===== config.mk =====
export PLATFORM = sky130hd
export DESIGN_NAME = div_ratio_ctrl
export DESIGN_NICKNAME = d
export VERILOG_FILES = /design/src/rtl/div_ratio_ctrl.sv
export SDC_FILE = /design/constraint.sdc
export NUM_CORES = 1
export LEC_CHECK = 0
export CAP_MARGIN = 20
export CORE_ASPECT_RATIO = 0.8
export CORE_MARGIN = 4
export CORE_UTILIZATION = 30
export CTS_CLUSTER_DIAMETER = 60
export CTS_CLUSTER_SIZE = 14
export DETAILED_ROUTE_END_ITERATION = 12
export PLACE_DENSITY_LB_ADDON = 0.12
export SETUP_SLACK_MARGIN = 0.3
export SLEW_MARGIN = 20
export SYNTH_ARGS = -nofsm -noshare
export SYNTH_HDL_FRONTEND = slang
export SYNTH_SLANG_ARGS = --single-unit

===== constraint.sdc =====
create_clock -name clk -period 3.4 [get_ports clk]
set_clock_uncertainty 0.05 [all_clocks]
set_input_delay 0.68 -clock clk [delete_from_list [all_inputs] [get_ports clk]]
set_output_delay 0.68 -clock clk [all_outputs]
set_load 0.02 [all_outputs]

===== src/rtl/div_ratio_ctrl.sv =====
// Programmable clock divider with a handshaked ratio update. A new ratio that
// arrives while running is held until the next terminal count, so every period is whole.
`timescale 1ns/1ps

module div_ratio_ctrl #(
  parameter int CNT_W       = 4,
  parameter int RESET_RATIO = 8,
  parameter int SETTLE_TC   = 4
) (
  input  logic             clk,
  input  logic             rstn,
  input  logic             en,
  input  logic             cfg_valid,
  input  logic [CNT_W-1:0] cfg_ratio,
  output logic             cfg_ready,
  output logic             cfg_err,
  output logic [CNT_W-1:0] cnt,
  output logic             tc,
  output logic             div_out,
  output logic             busy,
  output logic             settled
);

  typedef enum logic [1:0] {IDLE, RUN, PEND} state_t;

  localparam logic [CNT_W-1:0] ONE     = CNT_W'(1);
  localparam logic [CNT_W-1:0] MIN_R   = CNT_W'(2);
  localparam logic [7:0]       SETTLE  = 8'(SETTLE_TC);

  state_t           state_q, state_d;
  logic [CNT_W-1:0] n_q, n_d;
  logic [CNT_W-1:0] pend_q, pend_d;
  logic [CNT_W-1:0] cnt_q, cnt_d;
  logic [7:0]       settle_q, settle_d;
  logic             div_q, div_d;
  logic             err_q, err_d;
  logic             tc_w, ready_w, xfer, legal, load;

  assign tc_w    = (state_q != IDLE) && (cnt_q == n_q - ONE);
  assign ready_w = (state_q != PEND);
  assign xfer    = cfg_valid && ready_w;
  assign legal   = (cfg_ratio >= MIN_R);

  always_comb begin
    state_d  = state_q;
    n_d      = n_q;
    pend_d   = pend_q;
    cnt_d    = cnt_q;
    settle_d = settle_q;
    err_d    = xfer && !legal;
    load     = 1'b0;

    case (state_q)
      IDLE: begin
        cnt_d = '0;
        if (xfer && legal) begin
          n_d  = cfg_ratio;
          load = 1'b1;
        end else if (en) begin
          state_d = RUN;
        end
      end
      default: begin
        if (!en) begin
          // Leaving the run states applies whatever ratio is waiting right away.
          state_d = IDLE;
          cnt_d   = '0;
          if (state_q == PEND) begin
            n_d  = pend_q;
            load = 1'b1;
          end else if (xfer && legal) begin
            n_d  = cfg_ratio;
            load = 1'b1;
          end
        end else begin
          cnt_d = tc_w ? '0 : cnt_q + ONE;
          if (tc_w && state_q == PEND) begin
            n_d     = pend_q;
            load    = 1'b1;
            state_d = RUN;
          end
          if (state_q == RUN && xfer && legal) begin
            pend_d  = cfg_ratio;
            state_d = PEND;
          end
        end
      end
    endcase

    if (state_d == IDLE || load)
      settle_d = '0;
    else if (tc_w && settle_q != SETTLE)
      settle_d = settle_q + 8'd1;

    // div_out is registered from next-cycle count and ratio so it lines up with cnt.
    div_d = (state_d != IDLE) && (cnt_d < (n_d >> 1));
  end

  always_ff @(posedge clk or posedge rstn) begin
    if (rstn) begin
      state_q  <= IDLE;
      n_q      <= CNT_W'(RESET_RATIO);
      pend_q   <= '0;
      cnt_q    <= '0;
      settle_q <= '0;
      div_q    <= 1'b0;
      err_q    <= 1'b0;
    end else begin
      state_q  <= state_d;
      n_q      <= n_d;
      pend_q   <= pend_d;
      cnt_q    <= cnt_d;
      settle_q <= settle_d;
      div_q    <= div_d;
      err_q    <= err_d;
    end
  end

  assign cfg_ready = ready_w;
  assign cfg_err   = err_q;
  assign cnt       = cnt_q;
  assign tc        = tc_w;
  assign div_out   = div_q;
  assign busy      = (state_q == PEND);
  assign settled   = (state_q == RUN) && (settle_q == SETTLE);

endmodule


==> impl_metrics.xml, run 1 <==
<?xml version="1.0" encoding="UTF-8"?>
<metrics>
  <group name="timing">
    <metric name="fin_setup_tns" unit="ns">0</metric>
    <metric name="timing.final.crit_period" unit="ns">2.948</metric>
    <metric name="rsz0062_at_grt" unit="">no</metric>
    <metric name="hold_ws" unit="ns">0.4609</metric>
    <metric name="tcrit_tclk_final" unit="">0.8670</metric>
    <metric name="final_report_setup_violation_count" unit="">0</metric>
    <metric name="timing.fmax" unit="GHz">0.3392</metric>
    <metric name="finalHoldViolations" unit="">0</metric>
    <metric name="finalMaxSlewViolations" unit="">0</metric>
    <metric name="slew-limit-headroom" unit="">0.5692</metric>
    <metric name="worst_pin_slew" unit="ns">0.6419</metric>
    <metric name="postLayoutSetupSlackWorst" unit="ns">0.4521</metric>
  </group>
  <group name="final_layout">
    <metric name="mostFrequentLayoutCell" unit="">dfrtp_1</metric>
    <metric name="area_delta_synth_final" unit="%">25.00</metric>
    <metric name="drive_gt1_frac" unit="">0.1838</metric>
    <metric name="num_antenna_cells" unit="">0</metric>
    <metric name="area.sequential" unit="µm²">603.1</metric>
    <metric name="layout.nets" unit="">200</metric>
    <metric name="leading_cell_types_in_the_layout_fill_and_taps_excluded" unit="">dfrtp_1 (22), clkdlybuf4s50_1 (16), a21oi_1 (13), inv_1 (9)</metric>
    <metric name="final_area" unit="mm²">0.001946</metric>
    <metric name="stdcell_count" unit="">247</metric>
    <metric name="area_occupied_by_multi_input_gates" unit="µm²">928.4</metric>
    <metric name="n_fill_cell" unit="">535</metric>
  </group>
  <group name="routing">
    <metric name="firstDrtPassIters" unit="">4</metric>
    <metric name="detailroute.wirelength.met3" unit="µm">161</metric>
    <metric name="detail_route.wirelength.met1" unit="mm">2.117</metric>
    <metric name="iteration_0_drc_markers" unit="">74</metric>
    <metric name="route.met2.wl" unit="mm">1.697</metric>
    <metric name="drtAntennaViolNets" unit="">0</metric>
    <metric name="maxUsedRoutingLayer" unit="">met4</metric>
    <metric name="detail_route.wl_per_cell" unit="µm">16.19</metric>
    <metric name="routed_wl" unit="mm">3.998</metric>
    <metric name="vias" unit="">1331</metric>
    <metric name="detail_route.drc_violations" unit="">0</metric>
    <metric name="drt-vias-per-instance" unit="">5.389</metric>
  </group>
  <group name="setup_path">
    <metric name="critical_path_class" unit="">reg -&gt; out</metric>
    <metric name="critical_path_cell_by_cell" unit="">inv_1 -&gt; ha_1 -&gt; nand4bb_1 -&gt; nor4_1 -&gt; and3_1 -&gt; clkdlybuf4s50_1</metric>
    <metric name="critPathMaxStageDelay" unit="ns">0.60</metric>
    <metric name="critical_path_required" unit="ns">2.67</metric>
    <metric name="worstReg2RegStart" unit="">n_q[1]</metric>
    <metric name="worst-endpoint-arrival" unit="ns">2.22</metric>
    <metric name="crit_path_start_kind" unit="">register</metric>
    <metric name="slowest_stage" unit="">clkdlybuf4s50_1</metric>
    <metric name="cp-end-kind" unit="">output pin</metric>
    <metric name="worst-path-max-fanout" unit="">4</metric>
    <metric name="reg2reg_slack" unit="ns">0.49</metric>
    <metric name="timing.critical_path.from" unit="">settle_q[0]</metric>
  </group>
  <group name="hold_path">
    <metric name="hp-start" unit="">pend_q[3]</metric>
    <metric name="min-delay-path-class" unit="">reg -&gt; reg</metric>
  </group>
  <group name="synth">
    <metric name="synth-seq-area-share" unit="">0.3867</metric>
    <metric name="portion_of_netlist_area_occupied_by_mux_cells" unit="">0.04823</metric>
    <metric name="synth_fp_nets" unit="">174</metric>
    <metric name="yosys_warnings" unit="">0</metric>
    <metric name="largest_family_of_logic_cells_by_synthesized_area" unit="">simple AND/OR/NAND/NOR gates</metric>
    <metric name="synth_simple_gate_area_share" unit="">0.2146</metric>
    <metric name="gate_count_of_the_mapped_netlist" unit="">160</metric>
    <metric name="synth_compound_gate_area_share" unit="">0.1833</metric>
    <metric name="dominantRegCellSynth" unit="">dfrtp_1</metric>
    <metric name="avgSynthCellArea" unit="µm²">9.728</metric>
    <metric name="post_synth_instance_area" unit="mm²">0.001556</metric>
    <metric name="xor_xnor_portion_of_the_synthesized_cell_area" unit="">0.08039</metric>
    <metric name="asyncSetResetFlopFracSynth" unit="">1.000</metric>
    <metric name="yosys.area_share.adder" unit="">0.04823</metric>
    <metric name="yosys.cell_types.count" unit="">51</metric>
    <metric name="synth-seq-cells" unit="">24</metric>
    <metric name="synth_enable_flop_cells" unit="">0</metric>
  </group>
  <group name="global_routing">
    <metric name="grt_overflow" unit="">0</metric>
    <metric name="grt_pass1_vias" unit="">1250</metric>
    <metric name="grt_pass1_wl" unit="mm">6.561</metric>
    <metric name="antenna_found_initial" unit="">0</metric>
    <metric name="largest_net_degree_at_the_start_of_global_routing" unit="">25</metric>
    <metric name="grt.total_usage" unit="">0.1327</metric>
  </group>
  <group name="floorplan">
    <metric name="die_height" unit="µm">72.43</metric>
    <metric name="die-area" unit="mm²">0.006412</metric>
    <metric name="num_rows" unit="">23</metric>
    <metric name="design.core.area" unit="mm²">0.005007</metric>
    <metric name="num_io_pins" unit="">18</metric>
    <metric name="start_util" unit="">0.3108</metric>
    <metric name="die_w" unit="µm">88.53</metric>
  </group>
  <group name="place">
    <metric name="dpl.cell_count" unit="">240</metric>
    <metric name="final_replace_weighted_congestion" unit="">0.8721</metric>
    <metric name="dp_wirelength" unit="mm">2.919</metric>
    <metric name="place.port_buffers" unit="">17</metric>
    <metric name="dpl_worst_slack" unit="ns">0.1386</metric>
    <metric name="placement_cell_area" unit="mm²">0.001827</metric>
  </group>
  <group name="clock_network">
    <metric name="worstSkewPairLatency" unit="ns">0.27</metric>
    <metric name="clock-root-buffer" unit="">clkbuf_8</metric>
    <metric name="clock_tree.buffer_depth" unit="">2</metric>
    <metric name="cts-buffers-inserted" unit="">3</metric>
    <metric name="cts_htree_levels" unit="">1</metric>
    <metric name="clk_pin_slew" unit="ns">0.08</metric>
    <metric name="cts_sinks" unit="">24</metric>
    <metric name="tritoncts" unit="">built</metric>
  </group>
  <group name="pwr">
    <metric name="power.density_cell_area" unit="mW/mm²">470.7</metric>
    <metric name="vdd_drop_max" unit="µV">200.2</metric>
    <metric name="p_leak" unit="nW">0.7893</metric>
  </group>
  <group name="run_status">
    <metric name="status" unit="">complete, no violations</metric>
  </group>
  <group name="flow_run">
    <metric name="timing.max_cap.violations" unit="">0</metric>
  </group>
</metrics>
[final cells by class]
class,count,area share
well taps,62,0.03987
multi-input cells,121,0.4772
flip-flops and latches,24,0.3100
clock buffers,4,0.02830
repair buffers,26,0.1254
inverters,10,0.01929
[worst max-delay path, delay by kind of cell, from the launching register on]
| kind | cells | cell delay (ns) |
|---|---|---|
| buffers and inverters | 2 | 0.70 |
| and+or+nand+nor | 3 | 0.66 |
| adders and majority gates | 1 | 0.17 |
| DFF | 1 | 0.41 |
[registers in the layout, summed over array words and instances, names as in the netlist]
signal and cells:
cnt 4, cfg_err 1, n_q 4, pend_q 4, div_out 1, state_q 2
settle_q 8
[routing by layer]
metal / GRT usage / vias up
li1: - / 645
met1: 0.2031 / 656
met2: 0.1892 / 28
met3: 0.03292 / 2
met4: 0.02517 / 0
met5: 0 / -
[synthesized netlist by cell type (4+ instances only)]
cell	instances	area, µm²
nor2_1	6	22.52
nand3_1	9	45.04
inv_1	9	33.78
a21oi_1	13	65.06
nor4_1	7	43.79
nand2_1	7	26.28
a21o_1	4	30.03
mux2_2	4	45.04
dfrtp_1	23	575.6
clkbuf_1	4	15.01
ha_1	6	75.07
nor3_1	5	25.02
xnor2_1	5	43.79
[through the flow]
step	power, mW	util
2_1_floorplan	0.5851	-
3_3_place_gp	0.6866	0.3648
3_5_place_dp	0.6883	0.3648
4_1_cts	0.8977	0.3801
5_1_grt	0.9706	0.3886
6_report	0.9158	0.3886
[timing repair]
item | 4_1_cts | 5_1_grt
hold buffers | 0 | 0
pin swaps | 1 | 0
buffers inserted | 2 | 0
resized for setup | 2 | 6
setup endpoints to repair | 2 | 2
[cell families (layout without fill, tap and decap cells)]
kind of cell    Yosys count  after routing
mux                       7              7
fa+ha+maj                 6              6
xor+xnor                 11             11
simple gates             55             55
flops                    24             24
compound gates           42             42
buf+inv                  15             40
[path summary, 6_finish.rpt]
kind	endpoint	cells after the start
setup / recovery	settled	6
hold / removal	pend_q[3]	1
setup reg to reg	div_out	11
hold reg to reg	pend_q[3]	1
max in group asynchronous	n_q[3]	3
min in group asynchronous	cnt[3]	2
[report_power, final]
group	switching [mW]	internal, mW
clock network	0.0950	0.104
registers	0.0429	0.326
logic	0.196	0.152
No activity file was read; power rests on OpenSTA's default activity.
==> run 2, diff against run 1 <==
--- a/constraint.sdc
+++ b/constraint.sdc
@@ -3,3 +3,3 @@
 set_input_delay 0.68 -clock clk [delete_from_list [all_inputs] [get_ports clk]]
 set_output_delay 0.68 -clock clk [all_outputs]
-set_load 0.02 [all_outputs]
+set_load 0.05 [all_outputs]
==> impl_metrics.xml, run 2 (same netlist as run 1, synthesis figures left out) <==
<?xml version="1.0" encoding="UTF-8"?>
<metrics>
  <group name="routing">
    <metric name="drt-vias-per-instance" unit="">5.498</metric>
    <metric name="detail_route.wl_per_cell" unit="µm">16.12</metric>
    <metric name="drtAntennaViolNets" unit="">0</metric>
    <metric name="iteration_0_drc_markers" unit="">111</metric>
    <metric name="detail_route.drc_violations" unit="">0</metric>
    <metric name="routed_wl" unit="mm">4.014</metric>
    <metric name="firstDrtPassIters" unit="">5</metric>
    <metric name="vias" unit="">1369</metric>
  </group>
  <group name="timing">
    <metric name="finalMaxSlewViolations" unit="">0</metric>
    <metric name="worst_pin_slew" unit="ns">0.6771</metric>
    <metric name="postLayoutSetupSlackWorst" unit="ns">0.3664</metric>
    <metric name="slew-limit-headroom" unit="">0.5456</metric>
    <metric name="timing.fmax" unit="GHz">0.3296</metric>
    <metric name="fin_setup_tns" unit="ns">0</metric>
    <metric name="finalHoldViolations" unit="">0</metric>
    <metric name="final_report_setup_violation_count" unit="">0</metric>
    <metric name="timing.final.crit_period" unit="ns">3.034</metric>
    <metric name="rsz0062_at_grt" unit="">yes</metric>
    <metric name="tcrit_tclk_final" unit="">0.8922</metric>
  </group>
  <group name="final_layout">
    <metric name="drive_gt1_frac" unit="">0.1658</metric>
    <metric name="num_antenna_cells" unit="">0</metric>
    <metric name="mostFrequentLayoutCell" unit="">dfrtp_1</metric>
    <metric name="leading_cell_types_in_the_layout_fill_and_taps_excluded" unit="">dfrtp_1 (23), clkdlybuf4s50_1 (14), a21oi_1 (13), buf_4 (10), nand3_1 (9)</metric>
    <metric name="top_register" unit="">settle_q</metric>
    <metric name="area_delta_synth_final" unit="%">25.00</metric>
    <metric name="area.sequential" unit="µm²">601.8</metric>
    <metric name="layout.nets" unit="">202</metric>
    <metric name="area_occupied_by_multi_input_gates" unit="µm²">908.4</metric>
    <metric name="n_fill_cell" unit="">523</metric>
    <metric name="largest_register_ffs" unit="">8</metric>
  </group>
  <group name="clock_network">
    <metric name="cts_htree_levels" unit="">1</metric>
    <metric name="clk_pin_slew" unit="ns">0.09</metric>
    <metric name="worstSkewPairLatency" unit="ns">0.27</metric>
    <metric name="tritoncts" unit="">built</metric>
    <metric name="cts_sinks" unit="">24</metric>
    <metric name="cts-buffers-inserted" unit="">3</metric>
    <metric name="ctsHoldBuffers" unit="">0</metric>
    <metric name="clock-root-buffer" unit="">clkbuf_8</metric>
    <metric name="clock_tree.buffer_depth" unit="">2</metric>
  </group>
  <group name="global_routing">
    <metric name="grt.total_usage" unit="">0.1318</metric>
    <metric name="grt.met1_usage" unit="">0.2060</metric>
    <metric name="grtUsageMet2" unit="">0.1751</metric>
    <metric name="gr-max-usage-layer" unit="">met1</metric>
    <metric name="grt_overflow" unit="">0</metric>
    <metric name="largest_net_degree_at_the_start_of_global_routing" unit="">25</metric>
    <metric name="grt_pass1_vias" unit="">1282</metric>
    <metric name="antenna_found_initial" unit="">0</metric>
    <metric name="grt_pass1_wl" unit="mm">6.486</metric>
    <metric name="grt_util_met3" unit="">0.03519</metric>
  </group>
  <group name="setup_path">
    <metric name="critical_path_class" unit="">reg -&gt; reg</metric>
    <metric name="worst-endpoint-arrival" unit="ns">3.16</metric>
    <metric name="worstReg2RegEnd" unit="">div_out</metric>
    <metric name="cp-end-kind" unit="">register</metric>
    <metric name="crit_path_start_kind" unit="">register</metric>
    <metric name="worstReg2RegStart" unit="">n_q[0]</metric>
    <metric name="worst-path-max-fanout" unit="">7</metric>
    <metric name="reg2regPathDepth" unit="">11</metric>
    <metric name="reg2reg_slack" unit="ns">0.37</metric>
    <metric name="critical_path_required" unit="ns">3.52</metric>
  </group>
  <group name="pwr">
    <metric name="switching_share" unit="">0.3791</metric>
    <metric name="power.combinational.fraction" unit="">0.399</metric>
    <metric name="fin_total_pwr" unit="mW">0.9129</metric>
    <metric name="power.density_cell_area" unit="mW/mm²">469.2</metric>
    <metric name="netSwitchingPower" unit="mW">0.3461</metric>
    <metric name="vdd_drop_max" unit="µV">212.7</metric>
    <metric name="p_leak" unit="nW">0.8197</metric>
    <metric name="seq_power_share" unit="">0.401</metric>
    <metric name="intPower" unit="mW">0.5669</metric>
    <metric name="clock_power_share" unit="">0.199</metric>
  </group>
  <group name="run_status">
    <metric name="status" unit="">complete, no violations</metric>
  </group>
  <group name="floorplan">
    <metric name="die_w" unit="µm">88.53</metric>
    <metric name="num_rows" unit="">23</metric>
    <metric name="design.core.area" unit="mm²">0.005007</metric>
    <metric name="die_height" unit="µm">72.43</metric>
    <metric name="start_util" unit="">0.3108</metric>
    <metric name="die-area" unit="mm²">0.006412</metric>
    <metric name="num_io_pins" unit="">18</metric>
  </group>
  <group name="hold_path">
    <metric name="min-delay-path-class" unit="">reg -&gt; reg</metric>
    <metric name="hold-path-cell-count" unit="">1</metric>
    <metric name="min_to" unit="">pend_q[3]</metric>
    <metric name="hp-start" unit="">pend_q[3]</metric>
  </group>
  <group name="flow_run">
    <metric name="timing.max_cap.violations" unit="">0</metric>
  </group>
  <group name="place">
    <metric name="dpl_worst_slack" unit="ns">0.1632</metric>
    <metric name="place.port_buffers" unit="">17</metric>
    <metric name="dp_wirelength" unit="mm">2.911</metric>
    <metric name="final_replace_weighted_congestion" unit="">0.8896</metric>
  </group>
</metrics>
==> run 2: cell count changes in the layout (fill, tap and decap cells not counted), sizes merged <==
cell           before  now
buf                 9   12
clkinv              1    2
dlymetal6s2s        0    1
inv                 9    8
clkdlybuf4s50      16   14
==> run 2: how the worst max path moves through the flow <==
stage | start | depth (start not counted) | end
CTS | n_q[0] | 7 | tc
detailed placement | cfg_ratio[1] | 10 | div_out
global route | n_q[0] | 11 | div_out
global placement | cfg_ratio[1] | 10 | div_out
finish | n_q[0] | 11 | div_out
floorplan | state_q[0] | 11 | div_out
==> run 2: critical path, cell delays in order, from the launching register on <==
cell	delay, ns
dfrtp_1	0.43
inv_1	0.10
ha_1	0.20
xnor3_1	0.38
nand3_1	0.16
o21ai_4	0.32
mux2i_1	0.28
a21o_1	0.17
ha_1	0.26
a211oi_1	0.21
nand3b_1	0.11
a311oi_1	0.27
==> run 2: timing repair <==
action	CTS	global route
gates resized for setup	1	4
setup endpoints to repair	1	3
endpoints found under the hold margin	0	0
pin swaps	0	2
buffers inserted	0	4
==> run 2: metrics by stage <==
step / area (µm²) / cells / hold slack, ns / utilization
after floorplan: 1556 / 160 / 0.4206 / -
after global placement: 1824 / 240 / 0.4415 / 0.3643
after detailed placement: 1824 / 240 / 0.4352 / 0.3643
after CTS: 1868 / 244 / 0.4573 / 0.3731
after global routing: 1946 / 249 / 0.4879 / 0.3886
final: 1946 / 249 / 0.4547 / 0.3886
==> run 2: routing by layer <==
layer / routed length [µm] / up-vias / share of wire
met5: 0 / - / 0
met4: 37 / 0 / 0.0092
met3: 192 / 4 / 0.048
met2: 1663 / 35 / 0.41
met1: 2122 / 670 / 0.53
li1: - / 660 / -
==> run 2: area by class of cell <==
class	instances	area share
Sequential cell	24	0.3093
Timing Repair Buffer	28	0.1415
Multi-Input combinational cell	121	0.4669
Clock buffer	4	0.02315
Tap cell	62	0.03987
Inverter	10	0.01929
==> run 2: power by group through the flow <==
stage / Clock [mW] / Sequential (mW) / Combinational [mW]
2_1_floorplan: 0 / 0.375 / 0.226
3_3_place_gp: 0 / 0.373 / 0.333
3_5_place_dp: 0 / 0.373 / 0.337
4_1_cts: 0.191 / 0.367 / 0.340
5_1_grt: 0.203 / 0.374 / 0.397
6_report: 0.182 / 0.366 / 0.364
==> run 3, diff against run 2 <==
CAP_MARGIN = 0   (was 20)
PLACE_DENSITY = 0.51   (was not set)
PLACE_DENSITY_LB_ADDON = not set   (was 0.12)
==> impl_metrics.xml, run 3 (same netlist as run 1, synthesis figures left out) <==
<?xml version="1.0" encoding="UTF-8"?>
<metrics>
  <group name="setup_path">
    <metric name="worstReg2RegStart" unit="">n_q[0]</metric>
    <metric name="cp-end-kind" unit="">output pin</metric>
    <metric name="crit_path_start_kind" unit="">register</metric>
    <metric name="reg2regPathDepth" unit="">11</metric>
    <metric name="critical_path_required" unit="ns">2.67</metric>
    <metric name="worst-endpoint-arrival" unit="ns">2.23</metric>
    <metric name="critical_path_class" unit="">reg -&gt; out</metric>
    <metric name="worstReg2RegEnd" unit="">div_out</metric>
    <metric name="worst-path-max-fanout" unit="">6</metric>
    <metric name="reg2reg_slack" unit="ns">0.46</metric>
  </group>
  <group name="routing">
    <metric name="detail_route.drc_violations" unit="">0</metric>
    <metric name="drt-vias-per-instance" unit="">5.377</metric>
    <metric name="drtAntennaViolNets" unit="">0</metric>
    <metric name="detail_route.wl_per_cell" unit="µm">15.97</metric>
    <metric name="firstDrtPassIters" unit="">4</metric>
    <metric name="routed_wl" unit="mm">3.944</metric>
    <metric name="vias" unit="">1328</metric>
    <metric name="iteration_0_drc_markers" unit="">116</metric>
  </group>
  <group name="global_routing">
    <metric name="grt.met1_usage" unit="">0.1932</metric>
    <metric name="largest_net_degree_at_the_start_of_global_routing" unit="">25</metric>
    <metric name="grt_util_met3" unit="">0.02043</metric>
    <metric name="grtUsageMet2" unit="">0.2033</metric>
    <metric name="grt.total_usage" unit="">0.1315</metric>
    <metric name="grt_overflow" unit="">0</metric>
    <metric name="gr-max-usage-layer" unit="">met2</metric>
    <metric name="antenna_found_initial" unit="">0</metric>
    <metric name="grt_pass1_wl" unit="mm">6.624</metric>
    <metric name="grt_pass1_vias" unit="">1322</metric>
  </group>
  <group name="timing">
    <metric name="rsz0062_at_grt" unit="">yes</metric>
    <metric name="fin_setup_tns" unit="ns">0</metric>
    <metric name="final_report_setup_violation_count" unit="">0</metric>
    <metric name="hold_ws" unit="ns">0.4624</metric>
    <metric name="timing.final.crit_period" unit="ns">2.956</metric>
    <metric name="worst_pin_slew" unit="ns">0.9268</metric>
    <metric name="slew-limit-headroom" unit="">0.3814</metric>
    <metric name="finalHoldViolations" unit="">0</metric>
    <metric name="finalMaxSlewViolations" unit="">0</metric>
    <metric name="tcrit_tclk_final" unit="">0.8695</metric>
    <metric name="timing.fmax" unit="GHz">0.3383</metric>
  </group>
  <group name="pwr">
    <metric name="vdd_drop_max" unit="µV">189.1</metric>
    <metric name="switching_share" unit="">0.3754</metric>
    <metric name="p_leak" unit="nW">0.7877</metric>
    <metric name="power.density_cell_area" unit="mW/mm²">468.6</metric>
    <metric name="intPower" unit="mW">0.5567</metric>
    <metric name="seq_power_share" unit="">0.408</metric>
    <metric name="power.combinational.fraction" unit="">0.393</metric>
    <metric name="netSwitchingPower" unit="mW">0.3345</metric>
    <metric name="fin_total_pwr" unit="mW">0.8912</metric>
    <metric name="clock_power_share" unit="">0.199</metric>
  </group>
  <group name="floorplan">
    <metric name="die_w" unit="µm">88.53</metric>
    <metric name="num_rows" unit="">23</metric>
    <metric name="die_height" unit="µm">72.43</metric>
    <metric name="num_io_pins" unit="">18</metric>
    <metric name="start_util" unit="">0.3108</metric>
    <metric name="die-area" unit="mm²">0.006412</metric>
    <metric name="design.core.area" unit="mm²">0.005007</metric>
  </group>
  <group name="run_status">
    <metric name="status" unit="">complete, no violations</metric>
  </group>
  <group name="final_layout">
    <metric name="layout.nets" unit="">200</metric>
    <metric name="top_register" unit="">settle_q</metric>
    <metric name="leading_cell_types_in_the_layout_fill_and_taps_excluded" unit="">dfrtp_1 (23), clkdlybuf4s50_1 (15), a21oi_1 (13), buf_4 (10)</metric>
    <metric name="n_fill_cell" unit="">528</metric>
    <metric name="num_antenna_cells" unit="">0</metric>
    <metric name="drive_gt1_frac" unit="">0.1622</metric>
    <metric name="mostFrequentLayoutCell" unit="">dfrtp_1</metric>
    <metric name="area_delta_synth_final" unit="%">22.19</metric>
    <metric name="largest_register_ffs" unit="">8</metric>
  </group>
  <group name="place">
    <metric name="dp_wirelength" unit="mm">3.030</metric>
    <metric name="place.port_buffers" unit="">17</metric>
    <metric name="final_replace_weighted_congestion" unit="">0.8797</metric>
  </group>
  <group name="clock_network">
    <metric name="clk_pin_slew" unit="ns">0.08</metric>
    <metric name="ctsHoldBuffers" unit="">0</metric>
    <metric name="cts_htree_levels" unit="">1</metric>
    <metric name="worstSkewPairLatency" unit="ns">0.27</metric>
    <metric name="cts-buffers-inserted" unit="">3</metric>
    <metric name="clock_tree.buffer_depth" unit="">2</metric>
    <metric name="cts_sinks" unit="">24</metric>
    <metric name="tritoncts" unit="">built</metric>
    <metric name="clock-root-buffer" unit="">clkbuf_8</metric>
  </group>
  <group name="hold_path">
    <metric name="hold-path-cell-count" unit="">1</metric>
    <metric name="min-delay-path-class" unit="">reg -&gt; reg</metric>
    <metric name="min_to" unit="">pend_q[3]</metric>
    <metric name="hp-start" unit="">pend_q[3]</metric>
  </group>
  <group name="flow_run">
    <metric name="timing.max_cap.violations" unit="">0</metric>
  </group>
</metrics>
## run 3: cell count changes in the layout (fill, tap and decap cells not counted), sizes merged
cell           before  now
clkdlybuf4s50      14   15
buf                12   10
clkinv              2    1
dlymetal6s2s        1    0
inv                 8    9
## run 3: routing by layer
layer | routed length [µm] | vias to the layer above | share of wire
met1 | 1993 | 633 | 0.51
met3 | 169 | 4 | 0.043
met2 | 1749 | 34 | 0.44
li1 | - | 657 | -
met5 | 0 | - | 0
met4 | 31 | 0 | 0.0079
## run 3: metrics by stage
stage	cells	setup slack, ns	util	cell area, µm²
global placement	243	0.2519	0.3688	1847
CTS	247	0.3358	0.3776	1891
floorplan	160	0.3642	-	1556
finish	247	0.4437	0.3798	1902
global route	247	0.2807	0.3798	1902
detailed placement	243	0.09684	0.3688	1847
## run 3: power by group through the flow
| stage | clock network, mW | logic (mW) | registers [mW] |
|---|---|---|---|
| floorplan | 0 | 0.226 | 0.375 |
| detailed placement | 0 | 0.343 | 0.370 |
| global route | 0.194 | 0.380 | 0.370 |
| CTS | 0.183 | 0.346 | 0.364 |
| global placement | 0 | 0.339 | 0.369 |
| finish | 0.177 | 0.350 | 0.364 |
## run 3: how the worst max path moves through the flow
stage	start	end	slack (ns)	cells past startpoint
6_report	n_q[0]	tc	0.44	7
3_3_place_gp	cfg_ratio[1]	div_out	0.25	10
5_1_grt	cfg_ratio[2]	div_out	0.28	10
2_1_floorplan	state_q[0]	div_out	0.36	11
3_5_place_dp	cfg_ratio[2]	div_out	0.1	10
4_1_cts	n_q[0]	tc	0.34	7
## run 3: what timing repair did
item | CTS | global route
endpoints found under the setup margin | 1 | 2
cloned | 0 | 0
pin swaps | 0 | 0
endpoints found under the hold margin | 0 | 0
gates resized for setup | 1 | 2
buffers inserted | 0 | 0
## run 3: cell type report
type,count,area (µm²),area share
Clock buffer,4,45.04,0.02368
Inverter,10,37.54,0.01974
Multi-Input combinational cell,121,905.9,0.4763
Sequential cell,24,601.8,0.3164
Tap cell,62,77.57,0.04079
Timing Repair Buffer,26,234.0,0.1230
## run 3: worst max-delay path, stage by stage, from the launching register on
cell,delay [ns]
dfrtp_1,0.43
inv_1,0.09
ha_1,0.20
xnor3_1,0.37
nand3_1,0.14
buf_4,0.20
nor3_4,0.27
buf_4,0.26
